**config.mk**
```make
export PLATFORM = sky130hd
export DESIGN_NAME = alu_channel_bank_flat
export DESIGN_NICKNAME = d
export VERILOG_FILES = /design/src/rtl/alu_pkg.sv /design/src/rtl/alu_channel_bank_if.sv /design/src/rtl/rr_arbiter.sv /design/src/rtl/alu_channel_bank.sv /design/src/flat_wrapper.sv
export SDC_FILE = /design/constraint.sdc
export NUM_CORES = 2
export LEC_CHECK = 0
export BUFFER_PORTS_ARGS = -buffer_cell sky130_fd_sc_hd__buf_2
export CAP_MARGIN = 5
export CORE_MARGIN = 1.5
export CORE_UTILIZATION = 25
export DETAILED_ROUTE_END_ITERATION = 10
export HOLD_SLACK_MARGIN = 0.03
export PLACE_DENSITY = 0.39
export SETUP_SLACK_MARGIN = 0.2
export SYNTH_ARGS = -nofsm -noshare
export SYNTH_HDL_FRONTEND = slang
export SYNTH_SLANG_ARGS = --single-unit
```
**constraint.sdc**
```tcl
create_clock -name clock -period 18.24 [get_ports clock]
set_input_delay 2.736 -clock clock [delete_from_list [all_inputs] [get_ports clock]]
set_output_delay 2.736 -clock clock [all_outputs]
set_load 0.05 [all_outputs]
```
**src/rtl/alu_pkg.sv**
```systemverilog
// Shared types for the multi-channel ALU: opcodes, responses and channel FSM states.
package alu_pkg;

    typedef enum logic [2:0] {
        CMD_NOP      = 3'd0,
        CMD_ADD      = 3'd1,
        CMD_MULTIPLY = 3'd2,
        CMD_AND      = 3'd3,
        CMD_SUB      = 3'd4
    } command_names_t;

    typedef enum logic [1:0] {
        NO_RESPONSE = 2'd0,
        SUCCESS     = 2'd1,
        OVERFLOW    = 2'd2,
        ERROR       = 2'd3
    } response_names_t;

    typedef enum logic [2:0] {
        ST_IDLE      = 3'd0,
        ST_ISSUE     = 3'd1,
        ST_EXEC      = 3'd2,
        ST_WRITEBACK = 3'd3,
        ST_RESPOND   = 3'd4
    } chan_state_t;

endpackage

```
**src/rtl/alu_channel_bank_if.sv**
```systemverilog
// Command/result bus of the channel bank: one valid/ready command port and one
// valid/ready result port per channel, packed across channels.
interface alu_channel_bank_if #(
    parameter int unsigned WIDTH    = 32,
    parameter int unsigned CHANNELS = 4
);
    import alu_pkg::*;

    logic            [CHANNELS-1:0]            in_valid;
    logic            [CHANNELS-1:0]            in_ready;
    command_names_t  [CHANNELS-1:0]            in_command;
    logic            [CHANNELS-1:0][WIDTH-1:0] in_data1;
    logic            [CHANNELS-1:0][WIDTH-1:0] in_data2;
    logic            [CHANNELS-1:0]            out_valid;
    logic            [CHANNELS-1:0]            out_ready;
    response_names_t [CHANNELS-1:0]            out_response;
    logic            [CHANNELS-1:0][WIDTH-1:0] out_data;

    // Command sources and result consumers
    modport master (
        output in_valid, in_command, in_data1, in_data2, out_ready,
        input  in_ready, out_valid, out_response, out_data
    );

    // The channel bank
    modport slave (
        input  in_valid, in_command, in_data1, in_data2, out_ready,
        output in_ready, out_valid, out_response, out_data
    );

endinterface

```
**src/rtl/rr_arbiter.sv**
```systemverilog
// Round-robin arbiter: one-hot grant to the first requester at or after the
// pointer; the pointer moves to the slot after each grant.
module rr_arbiter #(
    parameter int unsigned N = 4
) (
    input  logic         clock,
    input  logic         reset,
    input  logic [N-1:0] req,
    output logic [N-1:0] grant
);
    localparam int unsigned PW = (N > 1) ? $clog2(N) : 1;

    logic [PW-1:0] ptr_q;
    logic [PW-1:0] ptr_d;

    always_comb begin
        int unsigned idx;
        logic        found;
        grant = '0;
        ptr_d = ptr_q;
        found = 1'b0;
        idx   = 0;
        for (int unsigned i = 0; i < N; i++) begin
            idx = 32'(ptr_q) + i;
            if (idx >= N) begin
                idx = idx - N;
            end
            if (!found && req[PW'(idx)]) begin
                found            = 1'b1;
                grant[PW'(idx)]  = 1'b1;
                ptr_d            = (idx + 1 == N) ? '0 : PW'(idx + 1);
            end
        end
    end

    always_ff @(posedge clock or negedge reset) begin
        if (!reset) begin
            ptr_q <= '0;
        end else begin
            ptr_q <= ptr_d;
        end
    end

endmodule

```
**src/rtl/alu_channel_bank.sv**
```systemverilog
// Parametrised multi-channel ALU; channels share one registered multiplier via rr_arbiter.
// Build option: ALU_SATURATE_EN saturates out_data on OVERFLOW (ADD/MULTIPLY all-ones, SUB zero).
module alu_channel_bank
    import alu_pkg::*;
#(
    parameter int unsigned WIDTH    = 32,
    parameter int unsigned CHANNELS = 4
) (
    input  logic              clock,
    input  logic              reset,
    alu_channel_bank_if.slave bus
);
    localparam int unsigned PW = 2 * WIDTH;
`ifdef ALU_SATURATE_EN
    localparam bit SATURATE = 1'b1;
`else
    localparam bit SATURATE = 1'b0;
`endif

    logic [CHANNELS-1:0]            mul_req;
    logic [CHANNELS-1:0]            mul_grant;
    logic [CHANNELS-1:0]            exec_mul;
    logic [CHANNELS-1:0][WIDTH-1:0] opnd_a;
    logic [CHANNELS-1:0][WIDTH-1:0] opnd_b;
    logic [WIDTH-1:0]               mul_a;
    logic [WIDTH-1:0]               mul_b;
    logic [PW-1:0]                  mul_q;

    rr_arbiter #(.N(CHANNELS)) u_arb (
        .clock (clock),
        .reset (reset),
        .req   (mul_req),
        .grant (mul_grant)
    );

    // At most one channel sits in EXEC with a multiply, so an OR-mux suffices
    always_comb begin
        mul_a = '0;
        mul_b = '0;
        for (int unsigned c = 0; c < CHANNELS; c++) begin
            if (exec_mul[c]) begin
                mul_a = mul_a | opnd_a[c];
                mul_b = mul_b | opnd_b[c];
            end
        end
    end

    always_ff @(posedge clock or negedge reset) begin
        if (!reset) begin
            mul_q <= '0;
        end else if (|exec_mul) begin
            mul_q <= PW'(mul_a) * PW'(mul_b);
        end
    end

    for (genvar c = 0; c < CHANNELS; c++) begin : g_ch
        chan_state_t     state_q;
        command_names_t  op_q;
        logic [WIDTH-1:0] a_q;
        logic [WIDTH-1:0] b_q;
        logic [WIDTH:0]   res_q;
        logic             in_ready_q;
        logic             out_valid_q;
        response_names_t  resp_q;
        logic [WIDTH-1:0] data_q;
        response_names_t  wb_resp;
        logic [WIDTH-1:0] wb_data;
        logic             wb_ovf;

        assign mul_req[c]  = (state_q == ST_ISSUE) && (op_q == CMD_MULTIPLY);
        assign exec_mul[c] = (state_q == ST_EXEC)  && (op_q == CMD_MULTIPLY);
        assign opnd_a[c]   = a_q;
        assign opnd_b[c]   = b_q;

        assign bus.in_ready[c]     = in_ready_q;
        assign bus.out_valid[c]    = out_valid_q;
        assign bus.out_response[c] = resp_q;
        assign bus.out_data[c]     = data_q;

        // Writeback: overflow detection and final result selection
        always_comb begin
            wb_resp = SUCCESS;
            wb_data = res_q[WIDTH-1:0];
            wb_ovf  = 1'b0;
            case (op_q)
                CMD_ADD, CMD_SUB: wb_ovf = res_q[WIDTH];
                CMD_MULTIPLY: begin
                    wb_data = mul_q[WIDTH-1:0];
                    wb_ovf  = |mul_q[PW-1:WIDTH];
                end
                CMD_AND: wb_ovf = 1'b0;
                default: begin
                    wb_resp = ERROR;
                    wb_data = '0;
                end
            endcase
            if (wb_ovf) begin
                wb_resp = OVERFLOW;
                if (SATURATE) begin
                    wb_data = (op_q == CMD_SUB) ? '0 : '1;
                end
            end
        end

        always_ff @(posedge clock or negedge reset) begin
            if (!reset) begin
                state_q     <= ST_IDLE;
                op_q        <= CMD_NOP;
                a_q         <= '0;
                b_q         <= '0;
                res_q       <= '0;
                in_ready_q  <= 1'b1;
                out_valid_q <= 1'b0;
                resp_q      <= NO_RESPONSE;
                data_q      <= '0;
            end else begin
                case (state_q)
                    ST_IDLE: begin
                        if (bus.in_valid[c]) begin
                            op_q <= bus.in_command[c];
                            a_q  <= bus.in_data1[c];
                            b_q  <= bus.in_data2[c];
                            if (bus.in_command[c] != CMD_NOP) begin
                                state_q    <= ST_ISSUE;
                                in_ready_q <= 1'b0;
                            end
                        end
                    end
                    ST_ISSUE: begin
                        if (op_q != CMD_MULTIPLY || mul_grant[c]) begin
                            state_q <= ST_EXEC;
                        end
                    end
                    ST_EXEC: begin
                        case (op_q)
                            CMD_ADD: res_q <= {1'b0, a_q} + {1'b0, b_q};
                            CMD_SUB: res_q <= {1'b0, a_q} - {1'b0, b_q};
                            CMD_AND: res_q <= {1'b0, a_q & b_q};
                            default: res_q <= '0;
                        endcase
                        state_q <= ST_WRITEBACK;
                    end
                    ST_WRITEBACK: begin
                        resp_q      <= wb_resp;
                        data_q      <= wb_data;
                        out_valid_q <= 1'b1;
                        state_q     <= ST_RESPOND;
                    end
                    ST_RESPOND: begin
                        if (bus.out_ready[c]) begin
                            out_valid_q <= 1'b0;
                            in_ready_q  <= 1'b1;
                            state_q     <= ST_IDLE;
                        end
                    end
                    default: begin
                        out_valid_q <= 1'b0;
                        in_ready_q  <= 1'b1;
                        state_q     <= ST_IDLE;
                    end
                endcase
            end
        end
    end

endmodule

```
**src/flat_wrapper.sv**
```systemverilog
// flat-port wrapper written by rule: the top's interface ports become plain ports
module alu_channel_bank_flat import alu_pkg::*;
#(
    parameter int unsigned WIDTH    = 32,
    parameter int unsigned CHANNELS = 4
)
  (clock, reset, bus_in_valid, bus_in_command, bus_in_data1, bus_in_data2, bus_out_ready, bus_in_ready, bus_out_valid, bus_out_response, bus_out_data);
  alu_channel_bank_if #(.WIDTH(WIDTH), .CHANNELS(CHANNELS)) bus_i ();
  input  logic clock;
  input  logic reset;
  input wire logic [$bits(bus_i.in_valid)-1:0] bus_in_valid;
  input wire logic [$bits(bus_i.in_command)-1:0] bus_in_command;
  input wire logic [$bits(bus_i.in_data1)-1:0] bus_in_data1;
  input wire logic [$bits(bus_i.in_data2)-1:0] bus_in_data2;
  input wire logic [$bits(bus_i.out_ready)-1:0] bus_out_ready;
  output wire logic [$bits(bus_i.in_ready)-1:0] bus_in_ready;
  output wire logic [$bits(bus_i.out_valid)-1:0] bus_out_valid;
  output wire logic [$bits(bus_i.out_response)-1:0] bus_out_response;
  output wire logic [$bits(bus_i.out_data)-1:0] bus_out_data;
  assign bus_i.in_valid = bus_in_valid;
  assign bus_i.in_command = bus_in_command;
  assign bus_i.in_data1 = bus_in_data1;
  assign bus_i.in_data2 = bus_in_data2;
  assign bus_i.out_ready = bus_out_ready;
  assign bus_in_ready = bus_i.in_ready;
  assign bus_out_valid = bus_i.out_valid;
  assign bus_out_response = bus_i.out_response;
  assign bus_out_data = bus_i.out_data;
  alu_channel_bank #(.WIDTH(WIDTH), .CHANNELS(CHANNELS)) u_core (.clock(clock), .reset(reset), .bus(bus_i));
endmodule
```
==> out/results.ini <==
[route]
wl_per_cell_um = 29.0
num_vias = 57100
drt_iter0_markers = 4997
ant_nets = 0
post-route-drc-count = 0
vias_per_cell = 5.13
first_pass_iters = 7
wirelength_mm = 323

[cts]
root_buffer = clkbuf_16
htreeDepth = 3
insertion_delay_ns = 0.72
clockBufferDepth = 3
cts_hold_buf = 0
cts_buffers = 76
cts.clk_slew.worst_paths_ns = 0.06
cts_tree = built
cts.sinks = 622
cts_resized = 0
postCtsSetupBuffers = 0

[die]
core_area_sq_um = 268000
die_w_um = 523
die_area_sq_um = 273000
fp-row-count = 190
die_h_um = 523
pin_count = 422
start_util = 0.252

[sta]
setup_viol = 0
final_max_slew_viol_count = 0
fin_tns_setup_ns = 0
rsz0062_at_grt = no
worstMarginPinSlew_ns = 1.31
finalCriticalPeriod_ns = 12.34
fin_hold_ws_ns = 0.477
setup_ws_ns = 5.90
max_slew_margin = 0.125
fmax_mhz = 81.0
fin_crit_sh = 0.677
clock-skew-final_ns = 0.0588
hold_viol = 0

[setup_path]
start_kind = flop
worst-path-max-fanout = 110
arrival_ns = 12.85
critPathMaxStageDelay_ns = 1.02
path_class = flop to flop
worst-endpoint-required_ns = 18.75
crit_top_cell = fa_1
cp_slowest_cell = a221o_1
endpoint_kind = flop

[global_routing]
antenna_found_initial = 25
overflow = 0
grt_usage = 0.236
grt_pass1_wl_mm = 457
grt_max_degree = 163
grt_pass1_vias = 59500

[synthesis]
synth_simple_gate_area_share = 0.124
synth_nets = 8887
synth-seq-cells = 622
syn-cell-area_sq_um = 67500
synth-compound-area-share = 0.147
synth_top_family_by_area = adder cells
async_reset_ff_frac = 1.00
netlist_instances = 7306
synth_edf_count = 0
synthAdderAreaFrac = 0.342
yosysWarnings = 0
synth_xor_xnor_area_share = 0.0392
avgSynthCellArea_sq_um = 9.24
synth-seq-area-share = 0.231
synth-main-ff-cell = dfrtp_1
muxShareOfSynthArea = 0.0421
ys_types = 76

[run_status]
status = complete, no violations

[placed_design]
gp_congestion = 0.943
dpl.hpwl_mm = 252
dpl-instance-area_sq_um = 74500
numPortBuffers = 421
dp_slack_ns = 6.06

[final_layout]
layout.nets = 9098
nFillCells = 28700
drive_gt1_frac = 0.143
final_area_sq_um = 77100
area_growth_pct = 14.3

[worst_hold_path]
hold_path_class = flop to flop

[power_and_ir_drop]
ir_drop_uv = 104
powerDensity_nw_per_um2 = 180
finalPower_w = 0.0139
power_leakage_nw = 35.1

[job]
drv_cap = 0

-- state kept, by name (all words and copies together), names as in the netlist --
| signal | cells |
|---|---|
| u_core.g_ch.res_q | 132 |
| u_core.g_ch.a_q | 128 |
| u_core.g_ch.b_q | 128 |
| u_core.g_ch.data_q | 128 |
| u_core.mul_q | 64 |
| u_core.g_ch.op_q | 12 |
| u_core.g_ch.state_q | 12 |
| u_core.g_ch.resp_q | 8 |
| u_core.g_ch.in_ready_q | 4 |
| u_core.g_ch.out_valid_q | 4 |
| u_core.u_arb.ptr_q | 2 |
-- metal layers --
layer  track usage  part of all wire
met1         0.324              0.44
met2         0.367              0.44
met3        0.0300             0.059
met4         0.110             0.052
met5             0          0.000077
-- Yosys cell counts, types with 106 or more instances --
cell      count  share of area
xnor2_1     148          0.019
ha_1        403          0.075
a21oi_1     267          0.020
clkbuf_1    419          0.023
dfrtp_1     618           0.23
mux2_2      248          0.041
fa_1        900           0.27
a32oi_1     117          0.015
a21o_1      106          0.012
o21ai_0     432          0.032
nor2_1      865          0.048
inv_1       892          0.050
a22oi_1     134          0.015
nand2_1     776          0.043
xor2_1      154          0.020
-- final timing paths --
kind	startpoint	to	slack [ns]	cells after the start
worst max-delay path	u_core.g_ch[3].state_q[0]	u_core.mul_q[60]	5.90	30
worst min-delay path	u_core.g_ch[0].in_ready_q	u_core.g_ch[0].in_ready_q	0.48	2
worst max register to register	u_core.g_ch[3].state_q[0]	u_core.mul_q[60]	5.90	30
worst min register to register	u_core.g_ch[0].in_ready_q	u_core.g_ch[0].in_ready_q	0.48	2
max in group asynchronous	reset	u_core.g_ch[2].data_q[3]	13.45	4
min in group asynchronous	reset	u_core.mul_q[35]	1.98	1
-- cell families (layout without fill, tap and decap cells) --
group                      Yosys count  after routing
and+or+nand+nor                   1991           1991
AOI/OAI and AO/OA                 1486           1486
buffers and inverters             1349           1618
adders and majority gates         1303           1303
DFF                                622            622
xor gates and xnor gates           302            302
muxes                              253            253
other                                0              4
-- critical path, delay by kind of cell, from the launching register on --
| family | cells | cell delay (ns) |
|---|---|---|
| XOR/XNOR | 1 | 0.15 |
| AO/OA/AOI/OAI | 7 | 2.93 |
| flip-flops | 1 | 0.48 |
| AND/OR/NAND/NOR | 9 | 3.03 |
| buffers and inverters | 4 | 0.74 |
| adder cells (fa/ha/maj) | 9 | 4.67 |
-- layout by cell type, fill, tap and decap left out, types with 15 or more instances in the layout --
master and instances:
nor2b_1 25, clkbuf_16 77, dfrtp_1 618, and3_1 21
nor3_1 48, nor4_1 30, a32oi_1 117, and2_1 25
o31ai_1 32, a21oi_1 267, buf_4 166, xor2_1 154
fa_1 900, nor2_1 862, a22oi_1 134, a221o_1 54
nand4_1 33, o21a_1 30, nand2_1 773, ha_1 403
a22o_1 64, nand2b_1 43, mux2_2 248, a221oi_2 21
o21bai_1 19, a211oi_1 20, buf_2 420, xnor2_1 148
a21o_1 106, inv_1 892, clkbuf_8 15, nand3_1 35
or2_2 16, a31oi_1 37, a221oi_4 39, o21ai_0 432
-- where the power goes --
part           internal (W)  total [W]  switching, W
clock network      0.000908    0.00162      0.000709
logic               0.00307    0.00883       0.00576
registers           0.00198    0.00346       0.00148
total               0.00596     0.0139       0.00795
-- per-stage QoR --
step                      utilization  instances
after global placement          0.278      11000
after floorplan                     -       7306
after global routing            0.288      11100
after CTS                       0.288      11100
after detailed placement        0.278      11000
final                           0.288      11100
-- area by class of cell --
cell class / instances / area [sq um] / area share
antenna: 4 / 10.0 / 0.000130
inverter: 892 / 3350 / 0.0434
sequential: 622 / 15600 / 0.202
clock inverter: 33 / 439 / 0.00569
clock buffer: 103 / 2170 / 0.0282
tap: 3552 / 4440 / 0.0576
multi-input combinational: 5335 / 47700 / 0.619
timing repair buffer: 590 / 3420 / 0.0444
(Power assumes the default switching activity.)
